$ cat src/rtl/wb_pkg.sv
// Shared Wishbone arbiter types and bus widths.
package wb_pkg;
    localparam int WB_ADR_W = 16;
    localparam int WB_DAT_W = 16;

    typedef enum logic [1:0] {ARB_IDLE, ARB_GNT0, ARB_GNT1} arb_state_t;
endpackage

$ cat src/rtl/wb_ack_tracker.sv
// Outstanding-transfer counter and ack timeout for the granted Wishbone master.
// Drops acks that arrive with nothing outstanding; issues a synthetic ack after TIMEOUT idle cycles.
module wb_ack_tracker #(
    parameter int MAX_OUT = 2,
    parameter int TIMEOUT = 255
) (
    input  logic i_clk,
    input  logic i_rst_n,
    input  logic i_clr,
    input  logic i_accept,
    input  logic i_ack,
    output logic o_full,
    output logic o_real_ack,
    output logic o_syn_ack,
    output logic o_to_pulse,
    output logic o_to_sticky
);
    localparam int CW = $clog2(MAX_OUT + 1);
    localparam int TW = (TIMEOUT > 1) ? $clog2(TIMEOUT) : 1;

    logic [CW-1:0] r_out;
    logic [TW-1:0] r_timer;
    logic          r_to_sticky;
    logic          w_busy;
    logic          w_any_ack;

    assign w_busy      = (r_out != '0);
    assign o_full      = (r_out == CW'(MAX_OUT));
    assign o_real_ack  = i_ack & w_busy & ~i_clr;
    // A real ack in the expiry cycle takes precedence over the synthetic one.
    assign o_syn_ack   = w_busy & ~i_clr & ~o_real_ack & (r_timer == TW'(TIMEOUT - 1));
    assign o_to_pulse  = o_syn_ack;
    assign o_to_sticky = r_to_sticky;
    assign w_any_ack   = o_real_ack | o_syn_ack;

    always_ff @(posedge i_clk or negedge i_rst_n) begin
        if (!i_rst_n) begin
            r_out       <= '0;
            r_timer     <= '0;
            r_to_sticky <= 1'b0;
        end else begin
            if (o_syn_ack)
                r_to_sticky <= 1'b1;
            if (i_clr) begin
                r_out   <= '0;
                r_timer <= '0;
            end else begin
                if (i_accept && !w_any_ack)
                    r_out <= r_out + CW'(1);
                else if (!i_accept && w_any_ack)
                    r_out <= r_out - CW'(1);
                if (w_any_ack || !w_busy)
                    r_timer <= '0;
                else
                    r_timer <= r_timer + TW'(1);
            end
        end
    end
endmodule

$ cat src/rtl/wb_arbiter.sv
// Round-robin arbiter (whole CYC cycles) sharing one pipelined Wishbone port between CPU (m0) and USB DMA (m1).
// Grant registered one cycle after CYC; stb throttled at MAX_OUT outstanding; non-granted master sees stall=1.
module wb_arbiter
    import wb_pkg::*;
#(
    parameter int                  MAX_OUT      = 2,
    parameter int                  TIMEOUT      = 255,
    parameter logic [WB_DAT_W-1:0] TIMEOUT_DATA = 16'hFFFF
) (
    input  logic                i_clk,
    input  logic                i_rst_n,
    input  logic                i_m0_cyc,
    input  logic                i_m0_stb,
    input  logic                i_m0_we,
    input  logic [WB_ADR_W-1:0] i_m0_adr,
    input  logic [WB_DAT_W-1:0] i_m0_dat,
    output logic                o_m0_ack,
    output logic                o_m0_stall,
    output logic [WB_DAT_W-1:0] o_m0_dat,
    input  logic                i_m1_cyc,
    input  logic                i_m1_stb,
    input  logic                i_m1_we,
    input  logic [WB_ADR_W-1:0] i_m1_adr,
    input  logic [WB_DAT_W-1:0] i_m1_dat,
    output logic                o_m1_ack,
    output logic                o_m1_stall,
    output logic [WB_DAT_W-1:0] o_m1_dat,
    output logic                o_s_cyc,
    output logic                o_s_stb,
    output logic                o_s_we,
    output logic [WB_ADR_W-1:0] o_s_adr,
    output logic [WB_DAT_W-1:0] o_s_dat,
    input  logic                i_s_ack,
    input  logic                i_s_stall,
    input  logic [WB_DAT_W-1:0] i_s_dat,
    output logic [1:0]          o_gnt,
    output logic                o_to_pulse,
    output logic                o_to_sticky
);
    arb_state_t r_state;
    logic       r_last;   // 1: m1 held the most recent grant
    logic [1:0] r_gnt;

    logic                w_g0, w_g1;
    logic                w_cyc, w_stb;
    logic                w_full, w_real_ack, w_syn_ack, w_ack_m;
    logic [WB_DAT_W-1:0] w_dat_m;

    assign w_g0  = (r_state == ARB_GNT0);
    assign w_g1  = (r_state == ARB_GNT1);
    assign w_cyc = (w_g0 & i_m0_cyc) | (w_g1 & i_m1_cyc);
    assign w_stb = (w_g0 & i_m0_stb) | (w_g1 & i_m1_stb);

    // s.cyc follows the granted master combinationally so an abort releases the bus in the same cycle.
    assign o_s_cyc = w_cyc;
    assign o_s_stb = w_cyc & w_stb & ~w_full;
    assign o_s_we  = (w_g0 & i_m0_we) | (w_g1 & i_m1_we);
    assign o_s_adr = w_g0 ? i_m0_adr : (w_g1 ? i_m1_adr : '0);
    assign o_s_dat = w_g0 ? i_m0_dat : (w_g1 ? i_m1_dat : '0);

    assign w_ack_m = w_real_ack | w_syn_ack;
    assign w_dat_m = w_syn_ack ? TIMEOUT_DATA : i_s_dat;

    assign o_m0_ack   = w_g0 & w_ack_m;
    assign o_m0_stall = w_g0 ? (i_s_stall | w_full) : 1'b1;
    assign o_m0_dat   = w_g0 ? w_dat_m : '0;
    assign o_m1_ack   = w_g1 & w_ack_m;
    assign o_m1_stall = w_g1 ? (i_s_stall | w_full) : 1'b1;
    assign o_m1_dat   = w_g1 ? w_dat_m : '0;
    assign o_gnt      = r_gnt;

    wb_ack_tracker #(
        .MAX_OUT (MAX_OUT),
        .TIMEOUT (TIMEOUT)
    ) u_tracker (
        .i_clk       (i_clk),
        .i_rst_n     (i_rst_n),
        .i_clr       (~w_cyc),
        .i_accept    (o_s_stb & ~i_s_stall),
        .i_ack       (i_s_ack),
        .o_full      (w_full),
        .o_real_ack  (w_real_ack),
        .o_syn_ack   (w_syn_ack),
        .o_to_pulse  (o_to_pulse),
        .o_to_sticky (o_to_sticky)
    );

    always_ff @(posedge i_clk or negedge i_rst_n) begin
        if (!i_rst_n) begin
            r_state <= ARB_IDLE;
            r_last  <= 1'b1;
            r_gnt   <= 2'b00;
        end else begin
            unique case (r_state)
                ARB_IDLE: begin
                    if (i_m0_cyc && (!i_m1_cyc || r_last)) begin
                        r_state <= ARB_GNT0;
                        r_gnt   <= 2'b01;
                    end else if (i_m1_cyc) begin
                        r_state <= ARB_GNT1;
                        r_gnt   <= 2'b10;
                    end
                end
                ARB_GNT0: begin
                    if (!i_m0_cyc) begin
                        r_last  <= 1'b0;
                        r_state <= i_m1_cyc ? ARB_GNT1 : ARB_IDLE;
                        r_gnt   <= i_m1_cyc ? 2'b10 : 2'b00;
                    end
                end
                ARB_GNT1: begin
                    if (!i_m1_cyc) begin
                        r_last  <= 1'b1;
                        r_state <= i_m0_cyc ? ARB_GNT0 : ARB_IDLE;
                        r_gnt   <= i_m0_cyc ? 2'b01 : 2'b00;
                    end
                end
                default: begin
                    r_state <= ARB_IDLE;
                    r_gnt   <= 2'b00;
                end
            endcase
        end
    end
endmodule
$ cat config.mk
export PLATFORM = sky130hd
export DESIGN_NAME = wb_arbiter
export DESIGN_NICKNAME = d
export VERILOG_FILES = /design/src/rtl/wb_pkg.sv /design/src/rtl/wb_ack_tracker.sv /design/src/rtl/wb_arbiter.sv
export SDC_FILE = /design/constraint.sdc
export NUM_CORES = 1
export LEC_CHECK = 0
export CAP_MARGIN = 0
export CORE_MARGIN = 1.5
export CORE_UTILIZATION = 27
export CTS_CLUSTER_SIZE = 20
export DETAILED_ROUTE_END_ITERATION = 6
export HOLD_SLACK_MARGIN = 0.12
export PLACE_DENSITY = 0.9
export SLEW_MARGIN = 0
export SYNTH_ARGS = -nofsm -noshare
export SYNTH_HDL_FRONTEND = slang
export SYNTH_HIERARCHICAL = 1
export SYNTH_SLANG_ARGS = --single-unit
$ cat constraint.sdc
create_clock -name i_clk -period 2.9 [get_ports i_clk]
set_input_delay 0.58 -clock i_clk [delete_from_list [all_inputs] [get_ports i_clk]]
set_output_delay 0.58 -clock i_clk [all_outputs]
set_load 0.005 [all_outputs]
-- Yosys cells after proc, flatten, opt, wreduce, memory -nomap -nowiden
Index checks and enable logic that the tools add are counted.
Widths: inputs -> output; s select.
- add/subtract/negate cells: 3
- eq/ne operators: 8
- mux-type cells: 24
- bitwise gates (word level): 24
- reductions and logical operators: 14
- operators by type and width (kind ; number):
    $mux 16 ; 7
    $and 1x1->1 ; 16
    $mux 2 ; 8
    $mux 8 ; 2
    $add 8x1->8 const B ; 1
    $eq 8x8->1 const B ; 1
    $pmux 2 s3 ; 1
    $reduce_and 3->1 ; 2
    $mux 1 ; 5
    $or 1x1->1 ; 5
    $eq 2x2->1 const B ; 2
    $logic_not 1->1 ; 4
    $ne 2x2->1 const B ; 2
    $reduce_bool 2->1 ; 2
    $logic_and 1x1->1 ; 3
    $ne 3x1->1 const B ; 1
    $ne 3x3->1 const B ; 1
    $not 1->1 ; 3
    $add 2x1->2 const B ; 1
    $eq 2x1->1 const B ; 1
    $logic_not 2->1 ; 1
    $logic_or 1x1->1 ; 2
    $pmux 1 s2 ; 1
    $sub 2x1->2 const B ; 1
- register bits after elaboration: 14
- input bits: 90

-- Logic depth before layout (Yosys ltp)
Gate-level depths: netlist (run 1).
- word-level depth: 12
- mapped depth: 9
- mapped depth without buffers: 6

-- Cells and area by module
Netlist (run 1), hierarchy kept.
- by module, submodules not included (module ; instances ; cells an instance ; area each (µm²) ; sequential area each (µm²)):
    wb_arbiter ; 1 ; 123 ; 772.0 ; 76.3
    wb_ack_tracker ; 1 ; 57 ; 588.1 ; 275.3

-- Worst setup path before layout (run 1)
No wires, ideal clock.
- path type: register to output
- start point: register, netlist name o_gnt[1]
- end point: output port o_m0_dat[10]
- data arrival time: 1960 ps
- required time: 2320 ps
- path slack: 360 ps
- stages on the path, launching flop included: 10
- path through: dfrtp_1 -> nor2b_1 -> buf_4 -> a22oi_2 -> o21bai_1 -> nor3_1 -> clkbuf_1 -> buf_2 -> nor2_1 -> nor2_1
- RTL lines (element ; line ; source):
    to (decl) ; wb_arbiter.sv:19 ; output logic [WB_DAT_W-1:0] o_m0_dat,

-- Worst setup path after layout (run 1)
- start point: input port i_m1_cyc
- end point: output port o_to_pulse
- word-level cells in the longest chain between the ends: 6
- elaborated cells between the ends (all ways): 7
- those cells by class: bitwise (7)
- ends and longest elaborated chain (element ; line ; source):
    from (decl) ; wb_arbiter.sv:20 ; input logic i_m1_cyc,
    $and 1x1->1 (*) ; wb_arbiter.sv:51 ; assign w_cyc = (w_g0 & i_m0_cyc) | (w_g1 & i_m1_cyc);
    $or 1x1->1 (*) ; wb_arbiter.sv:51 ;
    $and 1x1->1 ; wb_ack_tracker.sv:29 ; assign o_real_ack = i_ack & w_busy & ~i_clr;
    $not 1->1 ; wb_ack_tracker.sv:31 ; assign o_syn_ack = w_busy & ~i_clr & ~o_real_ack & (r_timer == TW'(TIMEOUT - 1));
    $and 1x1->1 (*) (2 in series) ; wb_ack_tracker.sv:31 ;
    to (decl) ; wb_arbiter.sv:37 ; output logic o_to_pulse,
Mark *: on every way between the ends. The rest lies on a longest branch, timed or not.

==> metrics.txt, run 1 <==
status completed; clock share of power 0.156; Initial DRC Count 60; CP most frequent cell clkdlybuf4s50_1; pin count of the biggest net entering global routing 36; CP max FO 9; DRT Pass-1 Iters 4; initial antenna violation count 0; GRT Total Usage 0.2035; first-pass GRT wire length 8742 um; Final Slew Violations 0; cts bufs inserted 3; Final ANT Viol Nets 0; GRT overflow 0; worst r2r path cells 6; cell taking the most area after synthesis dfrtp_1; RSZ-0062 raised after global routing yes; MaxCap Viol Count 0; Flop pwr share 0.195; worst endpoint required time 2.32 ns; top cells by area, synth dfrtp_1 (24%), a22o_1 (21%), nor2_1 (18%); number of synthesized flops with an enable pin 0; Mapped Nets 272; CORE AREA 4786 um2; worst r2r src o_gnt[1]; total I/O pin count 165; Seq/Total Area, Yosys 0.2585; WS Path Type input pin to output port; # hold bufs at CTS 0; count of state elements after synthesis 14; crit-path cells clkdlybuf4s50_1 -> a22oi_2 -> o21bai_1 -> nor3_2 -> buf_4 -> buf_6 -> clkdlybuf4s50_1; most frequent cells in the layout clkdlybuf4s50_1 (130), nor2_1 (63), a22o_1 (33), dlygate4sd2_1 (33), dfrtp_1 (13); Comb pwr share 0.649; RR Endpoint u_tracker/r_out[0]; vias 1958; Die Area 5472 um2; DRC viols 0; Worst-path clk slew 0.05 ns; clock sinks 14; synthesis warning total 6; detailed placer's ending HPWL 4853 um; final setup violation count 0; Async S/R FF share, synth 1.000; Clock Skew 0.002919 ns; TritonCTS clock tree yes; f_max 353.7 MHz; Die H 73.98 um; Routability Congestion 0.7741; area share of the largest cell type after synthesis 0.2392; CP arrival 2.25 ns; post-route minimum period 2.827 ns; Hold Fails Final Rpt 0; Crit-path slowest cell clkdlybuf4s50_1; Rel. slew slack 0.5766; setup_tns 0 ns; H-tree levels 1; placed cell areas 3064 um2; final worst-path cycle share 0.9749; Mapped Cells 180; layout cells sized above 1 0.07536; Synth Flop Type dfrtp_1; Critical Path End Type output port; synth-to-layout area growth 129.3%; Hold Startpoint u_tracker/o_to_sticky; worst-margin pin slew 0.6350 ns; Netlist cell types 34; Via density 4.752; most common cell after layout, fill and taps aside clkdlybuf4s50_1; Die Wd 73.98 um; port bufs 164; WHS Path Cells 1; CTS root buf clkbuf_8; diodes inserted 0; worst hold endpoint u_tracker/o_to_sticky; routed wire length 6023 um; row count 25; Inst Count DP 405; R2R Setup Slk 0.65 ns; Net Sw Frac 0.3172; leakage power total 1.425 nW; hold crit path type flip-flop to flip-flop; crit path from i_m1_cyc; CP max stage delay 0.50 ns; routed wire length per instance 14.62 um; initial core utilization 0.2842; clk buf depth 2; clock latency on the worst-skew pair 0.24 ns; Net Switching 0.0003762 W; Synth Area per Inst 7.556 um2; nets 438; vias in the first global route 1871; power density over cell area 380.2 nW/um2; post-route cell area 3119 um2; peak supply drop 0.0002369 V; Internal 0.0008096 W; CP startpoint kind input pin; Post-Syn Area 1360 um2; Post-Layout Cell Count 412
==> synth_stat cells (2+ instances only) <==
cell type,instances
nor2_1,65
or4b_1,2
o22ai_1,2
inv_1,4
nor3b_1,2
dfrtp_1,13
ha_1,2
buf_4,9
o21ai_0,3
and2_1,2
nor2b_1,4
nand3_1,4
nand4_1,2
nand2_1,6
a22o_1,33
xor2_1,5
nor3_1,2
buf_2,4
==> registers in the layout, summed over array words and instances, names as in the netlist <==
signal and flops:
o_gnt 2, r_last 1, u_tracker/o_to_sticky 1, u_tracker/r_out 2, u_tracker/r_timer 8
==> worst max-delay path, delay by kind of cell <==
kind	cells	cell delay [ns]
compound gates	2	0.28
buf+inv	4	1.28
simple gates	1	0.11
==> layer usage <==
| metal | vias up | routed length [um] | track usage |
|---|---|---|---|
| met2 | 95 | 3107 | 0.3740 |
| met4 | 0 | 79 | 0.05967 |
| li1 | 967 | - | - |
| met3 | 8 | 504 | 0.04878 |
| met5 | - | 0 | 0 |
| met1 | 888 | 2331 | 0.2319 |
==> power by group through the flow <==
stage / Combinational, W / Sequential (W) / Clock (W)
CTS: 0.000769 / 0.000231 / 0.000189
detailed placement: 0.000804 / 0.000235 / 0
global placement: 0.000789 / 0.000234 / 0
floorplan: 0.000311 / 0.000233 / 0
finish: 0.000769 / 0.000232 / 0.000185
global route: 0.000828 / 0.000234 / 0.000197
==> through the flow <==
stage | setup slack (ns) | util | hold slack (ns) | power (W)
after floorplan | 0.3602 | - | 0.2844 | 0.0005436
after global placement | -0.1494 | 0.6403 | 0.4527 | 0.001023
after global routing | -0.01391 | 0.6518 | 0.4951 | 0.001259
after detailed placement | -0.1919 | 0.6403 | 0.4553 | 0.001038
final | 0.07273 | 0.6518 | 0.4683 | 0.001186
after CTS | -0.1048 | 0.6494 | 0.4674 | 0.001190
==> kinds of logic (layout without fill, tap and decap cells) <==
kind of cell,after synthesis,in the layout,share of synthesized area
adders and majority gates,2,2,0.01840
buffers and inverters,18,183,0.07819
xor gates and xnor gates,6,6,0.03864
DFF,14,14,0.2585
AOI/OAI and AO/OA,44,44,0.2824
and+or+nand+nor,96,96,0.3238
==> timing repair <==
item	4_1_cts	5_1_grt
pin swaps	1	0
gates cloned	2	0
setup buffers	1	0
resized for setup	37	4
setup endpoints to repair	35	7
==> cell type report <==
| cell class | instances | area (um2) |
|---|---|---|
| Timing Repair Buffer | 175 | 1697 |
| Tap cell | 67 | 83.83 |
| Inverter | 4 | 15.01 |
| Multi-Input combinational cell | 148 | 917.1 |
| Sequential cell | 14 | 351.6 |
| Clock buffer | 4 | 55.05 |
| Fill cell | 396 | 1667 |
==> worst max path at each step <==
stage / end / slack [ns] / depth (start not counted)
after floorplan: o_m0_dat[10] / 0.36 / 9
after global placement: o_m0_dat[6] / -0.15 / 8
after detailed placement: o_m0_dat[1] / -0.19 / 8
after CTS: o_m1_dat[2] / -0.10 / 9
after global routing: o_m0_dat[5] / -0.01 / 9
final: o_to_pulse / 0.07 / 7
No activity file was read; power rests on OpenSTA's default activity.
==> run 2: changes to the inputs <==
==> constraint.sdc (replaced) <==
create_clock -name i_clk -period 2.9 [get_ports i_clk]
set_input_delay 0.29 -clock i_clk [delete_from_list [all_inputs] [get_ports i_clk]]
set_output_delay 0.29 -clock i_clk [all_outputs]
set_load 0.005 [all_outputs]
==> run 2 against run 1 <==
  * Sequential cell count stayed put
  * Non-clock buffer count is 7 lower
  * Sequential power hardly changed
  * Cell count is 1.7% lower
  * First-iteration DRC count increased by 25%
  * Total power shrank 0.10%
  * Combinational power rose by 2.7%
  * Fmax grew 5.4%
  * Via count down 1.2%
  * Design area fell by 1.2%
  * Register-to-register slack got worse by 0.04 ns
  * Critical path type is now flip-flop to output port
  * Largest cell class unchanged
  * Largest power group unchanged
==> metrics.txt, run 2 (synthesized netlist as in run 1, its figures left out) <==
status completed; Hold Fails Final Rpt 0 (unchanged); Die H 73.98 um (unchanged); leakage power total 1.226 nW (-14%); CP max FO 19 (+10); TritonCTS clock tree yes; final worst-path cycle share 0.9253 (-0.04958); f_max 372.7 MHz (+5.4%); Internal 0.0008153 W (+0.70%); clock sinks 14 (unchanged); row count 25 (unchanged); Storage cell area 352.8 um2 (+0.36%); Rel. slew slack 0.5772 (about the same); worst endpoint required time 2.61 ns (+0.29 ns); clock share of power 0.135 (-0.021); DRT Pass-1 Iters 6 (+2); vias 1935 (-1.2%); Post-CTS Setup Bufs 0 (-1); most common cell after layout, fill and taps aside clkdlybuf4s50_1; CP startpoint kind flip-flop; Via density 4.778 (+0.53%); max reg flops 8 (unchanged); post-route minimum period 2.683 ns (-0.1438 ns); Worst-path clk slew 0.06 ns (about the same); RSZ-0062 raised after global routing no; Die Area 5472 um2 (unchanged); CP arrival 2.39 ns (+0.14 ns); setup_tns 0 ns (unchanged); Routability Congestion 0.8465 (+9.4%); GRT overflow 0 (unchanged); CORE AREA 4786 um2 (unchanged); peak supply drop 0.0002418 V (+2.1%); Inst Count DP 401 (-0.99%); Clock Skew 0.001840 ns (-0.001079 ns); Flop pwr share 0.199 (+0.004); port bufs 164 (unchanged); DRC viols 0 (unchanged); area taken by multi-input logic gates 912.1 um2 (-0.55%); Net Switching 0.0003693 W (-1.8%); layout filler cell count 397 (+0.25%); Final Slew Violations 0 (unchanged); worst-margin pin slew 0.6342 ns (-0.0008233 ns); diodes inserted 0 (unchanged); clock latency on the worst-skew pair 0.24 ns (about the same); Die Wd 73.98 um (unchanged); MaxCap Viol Count 0 (unchanged); initial antenna violation count 0 (unchanged); synth-to-layout area growth 126.5%; WS Path Type flip-flop to output port; Net Sw Frac 0.3117 (-0.005523); Comb pwr share 0.667 (+0.018); total I/O pin count 165 (unchanged); routed wire length 5740 um (-4.7%); power density over cell area 384.6 nW/um2 (+1.2%); # hold bufs at CTS 0 (unchanged); Initial DRC Count 75 (+25%); final setup violation count 0 (unchanged); hold crit path type input pin to asynchronous set/reset pin; Reg with most FFs u_tracker/r_timer; cts bufs inserted 3 (unchanged); routed wire length per instance 14.17 um (-3.1%); initial core utilization 0.2842 (unchanged); CTS root buf clkbuf_8; H-tree levels 1 (unchanged); first-pass GRT wire length 8100 um (-7.3%); most frequent cells in the layout clkdlybuf4s50_1 (164), nor2_1 (65), a22o_1 (33); GRT Total Usage 0.1880 (-0.01554); Final ANT Viol Nets 0 (unchanged); clk buf depth 2 (unchanged); pin count of the biggest net entering global routing 36 (unchanged); Post-Layout Cell Count 405 (-1.7%); nets 431 (-1.6%); vias in the first global route 1793 (-4.2%); Critical Path End Type output port; layout cells sized above 1 0.05030 (-0.02507); detailed placer's ending HPWL 4708 um (-3.0%)
-- run 2: changes by cell type in the layout (fill, tap and decap cells not counted) --
| cell | previous run | this run |
|---|---|---|
| clkdlybuf4s50_1 | 130 | 164 |
| dlygate4sd2_1 | 33 | 0 |
| buf_4 | 8 | 4 |
| buf_6 | 3 | 0 |
| nor2_1 | 63 | 65 |
| nor2_2 | 2 | 0 |
| clkbuf_1 | 0 | 1 |
| clkbuf_8 | 4 | 3 |
| dfrtp_1 | 13 | 12 |
| dfrtp_2 | 0 | 1 |
| dlymetal6s2s_1 | 1 | 0 |
-- run 2: path summary, 6_finish.rpt --
kind	slack (ns)	startpoint	cells past startpoint	endpoint
max	0.22	o_gnt[0]	8	o_m0_dat[2]
max reg2reg	0.61	o_gnt[0]	6	u_tracker/r_out[0]
min reg2reg	0.46	u_tracker/o_to_sticky	1	u_tracker/o_to_sticky
min	0.44	i_rst_n	1	u_tracker/r_timer[4]
min in group i_clk	0.46	u_tracker/o_to_sticky	1	u_tracker/o_to_sticky
max in group asynchronous	2.03	i_rst_n	1	o_gnt[1]
-- run 2: layout make-up --
cell class / count / area share
Tap cell: 67 / 0.02721
Sequential cell: 14 / 0.1145
Timing Repair Buffer: 168 / 0.5426
Inverter: 4 / 0.004874
Multi-Input combinational cell: 148 / 0.2961
Clock buffer: 4 / 0.01462
-- run 2: stage by stage --
step,hold slack [ns],instance area [um2],power [W],setup WS (ns),utilization
2_1_floorplan,-0.005591,1360,0.0005436,0.6502,-
3_3_place_gp,0.4487,3034,0.001014,0.3602,0.6340
3_5_place_dp,0.4506,3034,0.001026,0.2929,0.6340
4_1_cts,0.4547,3079,0.001191,0.1704,0.6434
5_1_grt,0.4836,3080,0.001262,0.01477,0.6437
6_report,0.4356,3080,0.001185,0.2165,0.6437
-- run 2: power by group through the flow --
stage | Clock [W] | Sequential [W] | Combinational, W
after global routing | 0.000174 | 0.000239 | 0.000849
after floorplan | 0 | 0.000233 | 0.000311
after detailed placement | 0 | 0.000238 | 0.000789
after global placement | 0 | 0.000236 | 0.000777
final | 0.000159 | 0.000235 | 0.000790
after CTS | 0.000163 | 0.000234 | 0.000793
-- run 2: per-layer routing --
metal / part of all wire / vias up / global-route usage
met5: 0 / - / 0
met4: 0.022 / 0 / 0.06790
met3: 0.10 / 10 / 0.05149
met2: 0.49 / 99 / 0.3403
met1: 0.38 / 872 / 0.2095
li1: - / 954 / -
-- run 2: what timing repair did --
action,4_1_cts,5_1_grt
gates resized for setup,0,1
setup endpoints to repair,0,3
endpoints found under the hold margin,0,0
-- run 2: worst max-delay path: stages (launching register included) --
cell	delay (ns)
dfrtp_1	0.48
nor2b_2	0.23
a22oi_2	0.07
o21bai_1	0.21
nor3_2	0.17
buf_4	0.24
nor2_1	0.09
nor2_1	0.12
clkdlybuf4s50_1	0.54
==> run 3: changes to the inputs <==
--- a/config.mk
+++ b/config.mk
@@ -6,7 +6,6 @@
 export NUM_CORES = 1
 export LEC_CHECK = 0
 export CAP_MARGIN = 0
-export CORE_MARGIN = 1.5
 export CORE_UTILIZATION = 27
 export CTS_CLUSTER_SIZE = 20
 export DETAILED_ROUTE_END_ITERATION = 6
==> run 3 against run 2 <==
  * Design area increased by 0.37%
  * Wire length decreased by 2.4%
  * Worst hold slack got worse by 0.0027 ns
  * Total power increased by 1.5%
  * Cell count unchanged
  * Sequential power about the same
  * Die area decreased by 2.7%
  * Core utilization increased by 0.24 points
  * Clock-buffer cell count unchanged
  * Fmax decreased by 0.73%
  * Highest routed layer unchanged
==> metrics.txt, run 3 (synthesized netlist as in run 1, its figures left out) <==
status completed; initial core utilization 0.2842 (unchanged); layout cells sized above 1 0.05621 (+0.005917); power density over cell area 388.7 nW/um2 (+1.1%); detailed placer's ending HPWL 4612 um (-2.0%); worst-margin pin slew 0.6017 ns (-0.03252 ns); layout filler cell count 411 (+3.5%); clock sinks 14 (unchanged); routing usage on met3 0.05110 (-0.0003855); clock latency on the worst-skew pair 0.24 ns (about the same); MaxCap Viol Count 0 (unchanged); total I/O pin count 165 (unchanged); vias in the first global route 1747 (-2.6%); GRT Total Usage 0.1972 (+0.009290); pre-CTS setup slack 0.2890 ns (-0.003828 ns); DRC viols 0 (unchanged); Via density 4.746 (-0.67%); CP startpoint kind flip-flop; port bufs 164 (unchanged); pin count of the biggest net entering global routing 36 (unchanged); Rel. slew slack 0.5976 (+0.02042); Post-CTS Setup Bufs 0 (unchanged); first-pass GRT wire length 8238 um (+1.7%); leakage power total 1.231 nW (+0.39%); Final ANT Viol Nets 0 (unchanged); met1 usage 0.2287 (+0.01915); Final Slew Violations 0 (unchanged); CTS root buf clkbuf_8; CP top delay family buffers and inverters; # hold bufs at CTS 0 (unchanged); worst endpoint required time 2.61 ns (about the same); row count 25 (unchanged); CORE AREA 4786 um2 (unchanged); routed wire length 5600 um (-2.4%); final setup violation count 0 (unchanged); most common cell after layout, fill and taps aside clkdlybuf4s50_1; Die Wd 72.98 um (-1.4%); Initial DRC Count 59 (-21%); GRT overflow 0 (unchanged); Clock Skew 0.0003677 ns (-0.001473 ns); Hold Fails Final Rpt 0 (unchanged); final worst-path cycle share 0.9321 (+0.006794); setup_tns 0 ns (unchanged); crit path buf inv count 2 (unchanged); Crit-path slowest cell clkdlybuf4s50_1; routed wire length per instance 13.83 um (-2.4%); Reg with most FFs u_tracker/r_timer; synth-to-layout area growth 127.3%; Routability Congestion 0.8404 (-0.72%); peak supply drop 0.0002722 V (+13%); CP max FO 19 (unchanged); worst setup margin 0.1968 ns (-0.01970 ns); initial antenna violation count 0 (unchanged); WS Path Type flip-flop to output port; CP most frequent cell nor2_1; cts bufs inserted 3 (unchanged); RSZ-0062 raised after global routing no; vias 1922 (-0.67%); nets 431 (unchanged); crit-path cells nor2b_2 -> a22oi_2 -> o21bai_1 -> nor3_2 -> buf_4 -> nor2_1 -> nor2_1 -> clkdlybuf4s50_1; Worst-path clk slew 0.06 ns (about the same); global routing's busiest layer met2; hold crit path type input pin to asynchronous set/reset pin; TritonCTS clock tree yes; post-route minimum period 2.703 ns (+0.01970 ns); max reg flops 8 (unchanged); Die H 72.98 um (-1.4%); diodes inserted 0 (unchanged); worst r2r src o_gnt[1]; f_max 369.9 MHz (-0.73%); R2R Setup Slk 0.64 ns (+0.03 ns); CP max stage delay 0.54 ns (about the same); clk buf depth 2 (unchanged); worst r2r path cells 6 (unchanged); H-tree levels 1 (unchanged); Critical Path End Type output port; RR Endpoint u_tracker/r_out[0]; Die Area 5325 um2 (-2.7%); DRT Pass-1 Iters 4 (-2); most frequent cells in the layout clkdlybuf4s50_1 (164), nor2_1 (65), a22o_1 (33); CP arrival 2.41 ns (+0.02 ns); GR Util met2 0.3541 (+0.01382)
-- run 3: cell counts in the layout (fill, tap and decap cells not counted) --
Identical to the previous run, type by type.
-- run 3: routing by layer --
metal / part of all wire / up-vias
met2: 0.50 / 105
met5: 0 / -
met3: 0.093 / 6
met1: 0.39 / 855
met4: 0.013 / 0
li1: - / 956
-- run 3: worst max path at each step --
stage | start | endpoint | slack, ns | depth (start not counted)
after global placement | i_m1_cyc | o_m0_dat[5] | 0.36 | 8
after global routing | o_gnt[1] | o_m0_dat[14] | 0.02 | 8
after floorplan | o_gnt[1] | o_m0_dat[10] | 0.65 | 9
final | o_gnt[1] | o_m0_dat[14] | 0.20 | 8
after detailed placement | i_m1_cyc | o_m0_ack | 0.29 | 8
after CTS | o_gnt[1] | o_m0_ack | 0.12 | 8
-- run 3: final cells by class --
type                            count  area [um2]  share of cell area
Clock buffer                        4       55.05             0.01781
Tap cell                           67       83.83             0.02711
Sequential cell                    14       354.1              0.1145
Timing Repair Buffer              168        1672              0.5407
Inverter                            4       15.01            0.004856
Multi-Input combinational cell    148       912.1              0.2950
-- run 3: report_power, final --
part	leakage [nW]	internal, W	switching [W]
registers	0.187	0.000215	0.0000211
logic	1.01	0.000503	0.000279
clock network	0.0288	0.000120	0.0000629
-- run 3: stage by stage --
step / area, um2 / cells / hold slack [ns] / total power (W) / utilization
2_1_floorplan: 1360 / 180 / -0.005591 / 0.0005436 / -
3_3_place_gp: 3034 / 401 / 0.4482 / 0.001012 / 0.6340
3_5_place_dp: 3034 / 401 / 0.4600 / 0.001024 / 0.6340
4_1_cts: 3089 / 405 / 0.4486 / 0.001209 / 0.6455
5_1_grt: 3092 / 405 / 0.4662 / 0.001275 / 0.6460
6_report: 3092 / 405 / 0.4329 / 0.001202 / 0.6460
-- run 3: timing repair --
action	4_1_cts	5_1_grt
endpoints found under the hold margin	0	0
gates resized for setup	0	2
setup endpoints to repair	0	30
